--- config.mk ---
export PLATFORM = sky130hd
export DESIGN_NAME = servo_pwm_bank
export DESIGN_NICKNAME = d
export VERILOG_FILES = /design/src/rtl/servo_pkg.sv /design/src/rtl/servo_pwm_channel.sv /design/src/rtl/servo_pwm_bank.sv
export SDC_FILE = /design/constraint.sdc
export NUM_CORES = 1
export LEC_CHECK = 0
export ABC_CLOCK_PERIOD_IN_PS = 2800
export CAP_MARGIN = 40
export CORE_ASPECT_RATIO = 1.5
export CORE_MARGIN = 5
export CORE_UTILIZATION = 40
export CTS_CLUSTER_SIZE = 24
export DETAILED_ROUTE_END_ITERATION = 8
export PLACE_DENSITY = 0.69
export SLEW_MARGIN = 20
export SYNTH_ARGS = -nofsm -noshare
export SYNTH_HDL_FRONTEND = slang
export SYNTH_HIERARCHICAL = 1
export SYNTH_SLANG_ARGS = --single-unit
--- constraint.sdc ---
create_clock -name clk -period 2.8 [get_ports clk]
set_clock_uncertainty 0.05 [all_clocks]
set_input_delay 0.56 -clock clk [delete_from_list [all_inputs] [get_ports clk]]
set_output_delay 0.56 -clock clk [all_outputs]
set_load 0.01 [all_outputs]
--- src/rtl/servo_pkg.sv ---
// Shared definitions for the servo PWM bank: command field layout, status error code and FSM states.
package servo_pkg;
  localparam int CH_MSB  = 15;
  localparam int CH_LSB  = 12;
  localparam int VAL_MSB = 11;
  localparam int VAL_LSB = 0;

  localparam logic [15:0] STATUS_ERR = 16'hFFFF;

  typedef enum logic [1:0] {ST_IDLE, ST_EXEC, ST_RESP} state_t;

  function automatic logic [11:0] clamp12(input logic [11:0] v,
                                          input logic [11:0] lo,
                                          input logic [11:0] hi);
    if (v < lo)      clamp12 = lo;
    else if (v > hi) clamp12 = hi;
    else             clamp12 = v;
  endfunction
endpackage

--- src/rtl/servo_pwm_channel.sv ---
// One servo output: shadow/active setpoint pair and registered pwm comparator.
// With SERVO_SLEW_EN defined, active walks toward shadow by at most SLEW_STEP per frame.
module servo_pwm_channel
  import servo_pkg::*;
#(
  parameter int TW            = 15,
  parameter int PULSE_DEFAULT = 1500,
  parameter int SLEW_STEP     = 10
) (
  input  logic          clk,
  input  logic          rst,
  input  logic [TW-1:0] i_tick,
  input  logic          i_frame,
  input  logic          i_wr_en,
  input  logic [11:0]   i_wr_data,
  output logic          o_pwm
);
  logic [11:0] r_shadow;
  logic [11:0] r_active;
  logic        r_pwm;
  logic [11:0] w_active_nxt;

`ifdef SERVO_SLEW_EN
  logic [11:0] w_diff;
  logic [11:0] w_step;
  always_comb begin
    w_diff       = (r_shadow > r_active) ? (r_shadow - r_active) : (r_active - r_shadow);
    w_step       = (w_diff > 12'(SLEW_STEP)) ? 12'(SLEW_STEP) : w_diff;
    w_active_nxt = (r_shadow > r_active) ? (r_active + w_step) : (r_active - w_step);
  end
`else
  assign w_active_nxt = r_shadow;
`endif

  always_ff @(posedge clk or negedge rst) begin
    if (!rst) begin
      r_shadow <= 12'(PULSE_DEFAULT);
      r_active <= 12'(PULSE_DEFAULT);
      r_pwm    <= 1'b0;
    end else begin
      // Boundary reads the pre-write shadow; a same-cycle write lands next frame.
      if (i_wr_en) r_shadow <= i_wr_data;
      if (i_frame) r_active <= w_active_nxt;
      r_pwm <= (32'(i_tick) < 32'(r_active));
    end
  end

  assign o_pwm = r_pwm;
endmodule

--- src/rtl/servo_pwm_bank.sv ---
// Multi-channel servo pulse generator: shared tick/frame timebase, stb/ack command FSM and
// CHANNELS double-buffered outputs. Optional slew limiting with SERVO_SLEW_EN.
module servo_pwm_bank
  import servo_pkg::*;
#(
  parameter int CHANNELS      = 8,
  parameter int TICK_CYCLES   = 50,
  parameter int PERIOD_TICKS  = 20000,
  parameter int PULSE_MIN     = 1000,
  parameter int PULSE_MAX     = 2000,
  parameter int PULSE_DEFAULT = 1500,
  parameter int SLEW_STEP     = 10
) (
  input  logic                clk,
  input  logic                rst,
  input  logic [15:0]         input_control,
  input  logic                input_control_stb,
  output logic                input_control_ack,
  output logic [15:0]         output_status,
  output logic                output_status_stb,
  input  logic                output_status_ack,
  output logic [CHANNELS-1:0] pwm
);
  localparam int PW = (TICK_CYCLES  > 1) ? $clog2(TICK_CYCLES)  : 1;
  localparam int TW = (PERIOD_TICKS > 1) ? $clog2(PERIOD_TICKS) : 1;

  logic [PW-1:0] r_pre;
  logic [TW-1:0] r_tick;
  logic          w_pre_wrap;
  logic          w_frame;

  assign w_pre_wrap = (r_pre == PW'(TICK_CYCLES - 1));
  assign w_frame    = w_pre_wrap && (r_tick == TW'(PERIOD_TICKS - 1));

  always_ff @(posedge clk or negedge rst) begin
    if (!rst) begin
      r_pre  <= '0;
      r_tick <= '0;
    end else if (w_pre_wrap) begin
      r_pre  <= '0;
      r_tick <= w_frame ? '0 : r_tick + 1'b1;
    end else begin
      r_pre  <= r_pre + 1'b1;
    end
  end

  state_t      r_state, w_state_nxt;
  logic        w_accept, w_exec;
  logic        r_ack;
  logic [15:0] r_cmd;
  logic [15:0] r_status;
  logic [3:0]  w_ch;
  logic        w_ch_ok;
  logic [11:0] w_val;
  logic [15:0] w_status;

  assign w_ch     = r_cmd[CH_MSB:CH_LSB];
  assign w_ch_ok  = (5'(w_ch) < 5'(CHANNELS));
  assign w_val    = clamp12(r_cmd[VAL_MSB:VAL_LSB], 12'(PULSE_MIN), 12'(PULSE_MAX));
  assign w_status = w_ch_ok ? {w_ch, w_val} : STATUS_ERR;

  always_ff @(posedge clk or negedge rst) begin
    if (!rst) begin
      r_state  <= ST_IDLE;
      r_ack    <= 1'b0;
      r_cmd    <= '0;
      r_status <= '0;
    end else begin
      r_state <= w_state_nxt;
      r_ack   <= w_accept;
      if (w_accept) r_cmd    <= input_control;
      if (w_exec)   r_status <= w_status;
    end
  end

  always_comb begin
    w_state_nxt = r_state;
    w_accept    = 1'b0;
    w_exec      = 1'b0;
    case (r_state)
      ST_IDLE: if (input_control_stb) begin
        w_accept    = 1'b1;
        w_state_nxt = ST_EXEC;
      end
      ST_EXEC: begin
        w_exec      = 1'b1;
        w_state_nxt = ST_RESP;
      end
      ST_RESP: if (output_status_ack) w_state_nxt = ST_IDLE;
      default: w_state_nxt = ST_IDLE;
    endcase
  end

  assign input_control_ack = r_ack;
  assign output_status     = r_status;
  assign output_status_stb = (r_state == ST_RESP);

  for (genvar g = 0; g < CHANNELS; g++) begin : g_ch
    servo_pwm_channel #(
      .TW(TW), .PULSE_DEFAULT(PULSE_DEFAULT), .SLEW_STEP(SLEW_STEP)
    ) u_ch (
      .clk(clk), .rst(rst),
      .i_tick(r_tick), .i_frame(w_frame),
      .i_wr_en(w_exec && w_ch_ok && (w_ch == 4'(g))),
      .i_wr_data(w_val),
      .o_pwm(pwm[g])
    );
  end
endmodule
==> qor.csv <==
metric,value,unit
run_status,"complete, but fails checks",
violations,negative hold slack,
fill_cells,2815,
final_cells,1580,
initial_core_util,40.3,%
antenna_found_initial,0,
rsz0062_at_grt,no,
cts_tree,built,
end_kind,register,
drtAntennaViolNets,0,
max_stage_delay,560,ps
netlist_area,0.0121,mm2
hold_path_class,in2async,
cts_buffer_depth,3,
clockRootBuffer,clkbuf_16,
grt_pass1_vias,8572,
crit_chain,"nand4_2, or4_4, and3_1, or3_1, mux2_2",
antennaDiodeCount,0,
insertion_delay,530,ps
grt_pass1_wl,43.9,mm
slowest_stage,or3_1,
ir_worst_vdd,0.000641,V
max_freq,410,MHz
rr_worst_depth,5,
multi_input_area,0.00504,mm2
dr.first_iter.drc_count,365,
die-area,0.0339,mm2
htreeDepth,1,
fin_area,0.0142,mm2
synth_cells,1073,
synth_edf_count,0,
dpl_cell_area,0.0133,mm2
routed_wl,26.3,mm
cp.required,3200,ps
grt_start_max_net_pins,88,
min_period,2440,ps
yosys_warnings,6,
layout_common_cells,"dfrtp_1 (140), nand2_1 (135), mux2_2 (116)",
path_class,reg2reg,
die_height,223,um
synth-main-ff-cell,dfrtp_1,
final_common_cell,dfrtp_1,
max_slew.worst_pin.slew,676,ps
route.detailed.drc,0,
core_area,0.0301,mm2
num_rows,78,
start_kind,register,
post_cts_resize_count,0,
ios,46,
die_w,152,um
critPathLaunch,r_cmd[6],
wl_per_cell,16.6,um
power.density,762,mW/mm2
cts_buffers,24,
drt_first_pass_iters,4,
r2r-start,r_cmd[6],
viasPerCell,5.06,
area_growth,16.9,%
drive_above_1_share,28.0,%
track_usage,15.7,%
timing.slew.headroom,54.5,%
seq_area,0.00655,mm2
cts_sinks,256,
synth_seq_area_share,54.0,%
overflow,0,
async_flop_share,100,%
vias,7994,
cts_setup_buffers,0,
clk_pin_slew,60,ps
crit_arrival,2840,ps
dpl.cell_count,1536,
slew_violations,0,
p_leak,6.17,nW
setup-violations-final,0,
holdWs,-12.3,ps
synth-seq-cells,256,
hold_viol,11,
nets,1273,
gp_congestion,0.805,
crit_fanout,8,
postCtsHoldBufs,0,
synth_cell_types,51,
maxCapViolCount,0,
fin_crit_sh,87.1,%
place.port_buffers,45,
syn_avg_cell_area,11.3,um2
hpwl,18.7,mm
## Yosys cell counts, types with 2 or more instances
cell | count | share of area, %
a21oi_1 | 39 | 1.6
nor3_1 | 8 | 0.33
inv_1 | 106 | 3.3
and3_1 | 3 | 0.15
o2111ai_1 | 8 | 0.58
nor2_1 | 29 | 0.90
a21o_1 | 16 | 0.99
ha_1 | 91 | 9.4
clkbuf_1 | 14 | 0.43
a311oi_1 | 3 | 0.22
nor4_1 | 2 | 0.10
nand2b_1 | 13 | 0.67
or2_2 | 2 | 0.10
o32a_1 | 4 | 0.33
buf_4 | 8 | 0.50
o21a_1 | 9 | 0.56
nand3b_1 | 3 | 0.19
o21ai_0 | 107 | 4.4
or3_1 | 8 | 0.41
o22a_1 | 6 | 0.43
or2_0 | 2 | 0.10
nor3_2 | 8 | 0.66
xor2_1 | 5 | 0.36
mux2_2 | 116 | 11
nand3_1 | 5 | 0.21
nor2b_1 | 3 | 0.15
a31oi_1 | 8 | 0.41
dfrtp_1 | 144 | 30
xnor2_1 | 8 | 0.58
nand4_1 | 20 | 1.0
buf_2 | 8 | 0.33
o21ai_1 | 2 | 0.083
nor3b_1 | 2 | 0.12
nand2_1 | 135 | 4.2
dfstp_2 | 112 | 24
## metrics by stage
step           power [mW]  utilization, %  setup slack [ps]  setup TNS [ps]
2_1_floorplan        6.55               -              -110           -9950
3_3_place_gp         7.39            44.3               383               0
3_5_place_dp         7.48            44.3               381               0
4_1_cts              10.9            47.1               342               0
5_1_grt              11.4            47.1               214               0
6_report             10.8            47.1               360               0
## sequential cells by signal, summed over array words and instances (netlist names)
register and flops:
input_control_ack 1, r_state 2, output_status 16, r_tick 15, r_cmd 16, g_ch.u_ch/r_shadow 96
g_ch.u_ch/r_active 96, g_ch.u_ch/o_pwm 8, r_pre 6
## power breakdown
| group | leakage [nW] | internal, mW | switching, mW |
|---|---|---|---|
| Combinational | 2.72 | 1.08 | 0.957 |
| Sequential | 3.03 | 4.81 | 0.554 |
| Clock | 0.413 | 2.03 | 1.37 |
| Total | 6.17 | 7.92 | 2.88 |
## worst max-delay path: cells and delay by family, from the launching register on
kind | cells | cell delay (ps)
flops | 1 | 400
simple gates | 4 | 1550
mux | 1 | 360
## cells by family after synthesis
family	after synthesis	share of synthesized area, %
buf+inv	137	4.64
simple gates	253	10.2
fa+ha+maj	92	9.48
xor+xnor	13	0.940
mux	117	10.9
other cells	1	0.0310
compound gates	204	9.75
flops	256	54.0
## final cells by class
class	count	share of cell area, %
flip-flops and latches	256	46.3
multi-input cells	687	35.6
repair buffers	87	5.88
clock buffers	39	5.35
well taps	400	3.53
inverters	106	2.81
clock inverters	5	0.530
## per-layer routing
| layer | track usage, % | vias up | part of all wire [%] |
|---|---|---|---|
| li1 | - | 3860 | - |
| met1 | 18.0 | 3947 | 40 |
| met2 | 29.6 | 143 | 54 |
| met3 | 1.53 | 44 | 2.7 |
| met4 | 6.59 | 0 | 3.5 |
| met5 | 0 | - | 0 |
## worst paths after layout
kind / to / slack [ps]
setup / recovery: g_ch[2].u_ch/r_shadow[8] / 360
hold / removal: g_ch[4].u_ch/r_active[1] / -10
setup reg to reg: g_ch[2].u_ch/r_shadow[8] / 360
hold reg to reg: g_ch[0].u_ch/r_active[10] / 420
max in group asynchronous: g_ch[1].u_ch/r_active[8] / 1890
min in group clk: g_ch[0].u_ch/r_active[10] / 420
Power figures use the tool's default switching activity.
